## src/rtl/lcd_spi_pkg.sv

```systemverilog
// rtl/lcd_spi_pkg.sv - shared types and constants for the ST7735 SPI write path
package lcd_spi_pkg;

    typedef enum logic [2:0] {
        ST_IDLE  = 3'd0,
        ST_SETUP = 3'd1,
        ST_SHIFT = 3'd2,
        ST_DONE  = 3'd3,
        ST_GAP   = 3'd4
    } spi_state_t;

    localparam int DC_BIT = 8;

    localparam logic [7:0] CMD_CASET = 8'h2A;
    localparam logic [7:0] CMD_RASET = 8'h2B;
    localparam logic [7:0] CMD_RAMWR = 8'h2C;

    localparam int DEF_CLK_DIV    = 2;
    localparam int DEF_GAP_CYCLES = 3;

endpackage

```

## src/rtl/lcd_spi_tick_gen.sv

```systemverilog
// rtl/lcd_spi_tick_gen.sv - sclk half-period divider, held at zero while clear is high
module lcd_spi_tick_gen
    import lcd_spi_pkg::*;
#(
    parameter int CLK_DIV = DEF_CLK_DIV
) (
    input  logic sys_clk,
    input  logic sys_rst,
    input  logic clear,
    output logic tick
);

    localparam int CW = $clog2(CLK_DIV) + 1;
    localparam logic [CW-1:0] LAST = CW'(CLK_DIV - 1);

    logic [CW-1:0] div_cnt;

    always_ff @(posedge sys_clk) begin
        if (sys_rst || clear) begin
            div_cnt <= '0;
        end else if (div_cnt == LAST) begin
            div_cnt <= '0;
        end else begin
            div_cnt <= div_cnt + 1'b1;
        end
    end

    assign tick = !clear && (div_cnt == LAST);

endmodule

```

## src/rtl/lcd_spi_writer.sv

```systemverilog
// rtl/lcd_spi_writer.sv - SPI mode-0 byte writer for the ST7735 LCD, {dc, byte} words
module lcd_spi_writer
    import lcd_spi_pkg::*;
#(
    parameter int CLK_DIV    = DEF_CLK_DIV,
    parameter int GAP_CYCLES = DEF_GAP_CYCLES
) (
    input  logic       sys_clk,
    input  logic       sys_rst,
    input  logic       en_write,
    input  logic [8:0] data_in,
    output logic       wr_done,
    output logic       busy,
    output logic       lcd_cs_n,
    output logic       lcd_dc,
    output logic       lcd_sclk,
    output logic       lcd_mosi
);

    localparam int GW = $clog2(GAP_CYCLES) + 1;

    spi_state_t      state, state_nxt;
    logic [7:0]      shift_q;
    logic            dc_q;
    logic [3:0]      half_q;
    logic [GW-1:0]   gap_q;
    logic            tick;
    logic            tick_clr;
    logic            cs_n_nxt, dc_nxt, sclk_nxt, mosi_nxt, done_nxt, busy_nxt;

    // Divider phase restarts at SETUP entry so SETUP and every half-period are exactly CLK_DIV long.
    assign tick_clr = (state == ST_IDLE) || (state == ST_DONE) || (state == ST_GAP);

    lcd_spi_tick_gen #(.CLK_DIV(CLK_DIV)) u_tick_gen (
        .sys_clk (sys_clk),
        .sys_rst (sys_rst),
        .clear   (tick_clr),
        .tick    (tick)
    );

    always_ff @(posedge sys_clk) begin
        if (sys_rst) begin
            state <= ST_IDLE;
        end else begin
            state <= state_nxt;
        end
    end

    always_comb begin
        state_nxt = state;
        case (state)
            ST_IDLE:  if (en_write) state_nxt = ST_SETUP;
            ST_SETUP: if (tick) state_nxt = ST_SHIFT;
            ST_SHIFT: if (tick && (half_q == 4'd15)) state_nxt = ST_DONE;
            ST_DONE:  state_nxt = ST_GAP;
            ST_GAP:   if (gap_q == GW'(GAP_CYCLES - 1)) state_nxt = ST_IDLE;
            default:  state_nxt = ST_IDLE;
        endcase
    end

    // Shift on the tick that ends an sclk-high half, so mosi moves with the falling edge.
    always_ff @(posedge sys_clk) begin
        if (sys_rst) begin
            shift_q <= '0;
            dc_q    <= 1'b0;
            half_q  <= '0;
            gap_q   <= '0;
        end else begin
            gap_q <= (state == ST_GAP) ? gap_q + 1'b1 : '0;
            if (state == ST_IDLE) begin
                half_q <= '0;
                if (en_write) begin
                    shift_q <= data_in[7:0];
                    dc_q    <= data_in[DC_BIT];
                end
            end else if ((state == ST_SHIFT) && tick) begin
                half_q <= half_q + 4'd1;
                if (!half_q[0]) shift_q <= {shift_q[6:0], 1'b0};
            end
        end
    end

    always_comb begin
        cs_n_nxt = 1'b1;
        dc_nxt   = lcd_dc;
        sclk_nxt = 1'b0;
        mosi_nxt = 1'b0;
        done_nxt = 1'b0;
        busy_nxt = (state != ST_IDLE);
        case (state)
            ST_SETUP: begin
                cs_n_nxt = 1'b0;
                dc_nxt   = dc_q;
                mosi_nxt = shift_q[7];
            end
            ST_SHIFT: begin
                cs_n_nxt = 1'b0;
                dc_nxt   = dc_q;
                mosi_nxt = shift_q[7];
                sclk_nxt = !half_q[0];
            end
            ST_DONE: begin
                cs_n_nxt = 1'b0;
                dc_nxt   = dc_q;
                mosi_nxt = shift_q[7];
                done_nxt = 1'b1;
            end
            default: ;
        endcase
    end

    always_ff @(posedge sys_clk) begin
        if (sys_rst) begin
            lcd_cs_n <= 1'b1;
            lcd_dc   <= 1'b0;
            lcd_sclk <= 1'b0;
            lcd_mosi <= 1'b0;
            wr_done  <= 1'b0;
            busy     <= 1'b0;
        end else begin
            lcd_cs_n <= cs_n_nxt;
            lcd_dc   <= dc_nxt;
            lcd_sclk <= sclk_nxt;
            lcd_mosi <= mosi_nxt;
            wr_done  <= done_nxt;
            busy     <= busy_nxt;
        end
    end

endmodule
```

## config.mk

```make
export PLATFORM = sky130hd
export DESIGN_NAME = lcd_spi_writer
export DESIGN_NICKNAME = d
export VERILOG_FILES = /design/src/rtl/lcd_spi_pkg.sv /design/src/rtl/lcd_spi_tick_gen.sv /design/src/rtl/lcd_spi_writer.sv
export SDC_FILE = /design/constraint.sdc
export NUM_CORES = 1
export LEC_CHECK = 0
export CORE_AREA = 2 2 59 61
export CTS_BUF_LIST = sky130_fd_sc_hd__clkbuf_16
export DETAILED_ROUTE_END_ITERATION = 10
export DIE_AREA = 0 0 61 63
export REMOVE_ABC_BUFFERS = 1
export SYNTH_ARGS = -nofsm -noshare
export SYNTH_HDL_FRONTEND = slang
export SYNTH_SLANG_ARGS = --single-unit
```

## constraint.sdc

```tcl
create_clock -name sys_clk -period 4.3 [get_ports sys_clk]
set_input_delay 0.86 -clock sys_clk [delete_from_list [all_inputs] [get_ports sys_clk]]
set_output_delay 0.86 -clock sys_clk [all_outputs]
set_load 0.05 [all_outputs]
```

==> flow_summary.ini <==
[run_status]
outcome = complete, no violations

[grt]
grt_pass1_wl_um = 3860
antenna_found_initial = 0
gr-total-overflow = 0
grt_pass1_vias = 894
grt_max_degree = 25
track_usage = 0.129

[synth]
yosysUniqueCellTypes = 32
synth_area_per_cell_um2 = 9.05
seq_area_frac_synth = 0.442
ys_seq_elements = 27
syn_area_um2 = 1220
syn-instance-count = 135
yosys_warnings = 0

[final_layout]
fin_nets = 163
drive_gt1_frac = 0.103
antennaDiodeCount = 0
syn2layout_area_growth_pct = 21.1

[worst_hold_path]
hp-class = register to register

[critical_path]
required_ps = 3440
path_class = register to output port
cp_num_buf_inv = 1
endpoint_kind = output port
crit_path_top_delay_cell = clkdlybuf4s50_1
cpLargestDelayFamily = buffers and inverters
crit_chain = clkdlybuf4s50_1
worstPathArrival_ps = 1380
crit_fanout = 2
start_kind = register
slowest_delay_ps = 800

[timing]
hold_violations = 0
maxSlewViolCount = 0
finClkSkew_ps = 6.29
setup_tns_ps = 0
finalWorstSetupSlack_ps = 2060
fin_crit_ps = 2240
setup_viol = 0
timing.fmax_mhz = 446
rsz0062_at_grt = no
finalCritPeriodShare = 0.522
maxSlewHeadroom = 0.458
worst_pin_slew_ps = 813

[floorplan]
die_y_um = 63
rows = 21
ios = 18
start_util = 0.378
die_w_um = 61
core_area_um2 = 3230
dieArea_um2 = 3840

[cts]
cts_buffer_depth = 2
cts_tree = built
path_clk_slew_ps = 70
cts_root_buf = clkbuf_16
htreeDepth = 1
clock_latency_ps = 260
cts_setup_buffers = 0
cts_sinks = 27
cts_resized = 0
cts_made_buffers = 3
hold_buffers = 0

[routing]
vias = 941
drt_pre_antenna_iters = 4
drc = 0
antenna_left = 0
drt_wl_total_um = 2230
wl_per_cell_um = 11.6
drt_iter0_markers = 33
vias_per_cell = 4.90

[flow_run]
maxCapViolCount = 0

[power]
power_density_nw_per_um2 = 373
p_leak_nw = 0.520
peakVddDrop_mv = 0.227

[place]
gp_congestion = 0.752
pre_cts_slack_ps = 1980
hpwl_um = 1560
numPortBuffers = 17
cells in the mapped netlist (all sizes together):
cell    number  area share
a211oi      14       0.086
a21boi       1      0.0061
a21o         1      0.0061
a21oi        7       0.029
a31oi        2       0.010
and3         1      0.0051
buf          5       0.028
clkbuf       5       0.015
dfxtp       27        0.44
ha           4       0.041
inv          9       0.028
mux2         7       0.064
mux2i        1      0.0082
nand2        4       0.012
nand2b       2       0.012
nand3        6       0.025
nand3b       5       0.034
nand4        4       0.020
nor2        13       0.040
nor2b        4       0.020
nor3         2      0.0082
o21ai        5       0.020
or2          2       0.010
or3          1      0.0051
or3b         2       0.016
xnor2        1      0.0072
state kept, by name (all words and copies together), names as in the netlist:
register,cells
shift_q,8
half_q,4
gap_q,3
state,3
u_tick_gen.div_cnt,2
busy,1
dc_q,1
lcd_cs_n,1
lcd_dc,1
lcd_mosi,1
lcd_sclk,1
wr_done,1
layout make-up:
class / instances / area (um^2)
fillers: 323 / 1750
inverters: 9 / 33.8
clock inverters: 1 / 7.51
well taps: 46 / 57.6
repair buffers: 17 / 170
multi-input cells: 89 / 596
flip-flops and latches: 27 / 541
clock buffers: 3 / 75.1
layout by cell type (no fill, tap or decap), types with 2 or more instances in the layout:
cell,instances
a211oi_1,14
a21oi_1,7
a31oi_1,2
clkbuf_16,3
clkdlybuf4s50_1,17
dfxtp_1,27
ha_1,4
inv_1,9
mux2_2,7
nand2_1,4
nand3_1,6
nand3b_1,4
nand4_1,4
nor2_1,13
nor2b_1,4
nor3_1,2
o21ai_0,5
metal layers:
layer / routed length, um / GRT usage / up-vias
met5: 0 / 0 / -
met4: 19 / 0.0408 / 0
met3: 95 / 0.0290 / 2
met2: 1050 / 0.206 / 19
met1: 1060 / 0.170 / 426
li1: - / - / 494
metrics by stage:
| stage | std cells | cell area (um^2) | hold slack, ps | util | power, mW |
|---|---|---|---|---|---|
| CTS | 192 | 1480 | 426 | 0.458 | 0.560 |
| global placement | 188 | 1400 | 408 | 0.432 | 0.347 |
| global route | 192 | 1480 | 448 | 0.458 | 0.578 |
| floorplan | 125 | 1170 | 398 | - | 0.320 |
| finish | 192 | 1480 | 421 | 0.458 | 0.553 |
| detailed placement | 188 | 1400 | 416 | 0.432 | 0.348 |
cell families (layout without fill, tap and decap cells):
family	count (synthesis)	after routing	share of synthesized area
compound gates	30	30	0.158
fa+ha+maj	4	4	0.0409
buf+inv	19	30	0.0706
flops	27	27	0.442
simple gates	46	46	0.209
mux	8	8	0.0727
xor+xnor	1	1	0.00717
path summary, 6_finish.rpt:
check	startpoint	to	slack, ps	cells past startpoint
min	u_tick_gen.div_cnt[0]	u_tick_gen.div_cnt[0]	420	1
min reg2reg	u_tick_gen.div_cnt[0]	u_tick_gen.div_cnt[0]	420	1
max	lcd_dc	lcd_dc	2060	1
max reg2reg	state[1]	half_q[0]	2370	3
power breakdown:
part	switching (mW)	internal (mW)
clock network	0.0845	0.126
registers	0.00949	0.263
logic	0.0377	0.0319
total	0.132	0.421
No activity file was read; power rests on OpenSTA's default activity.
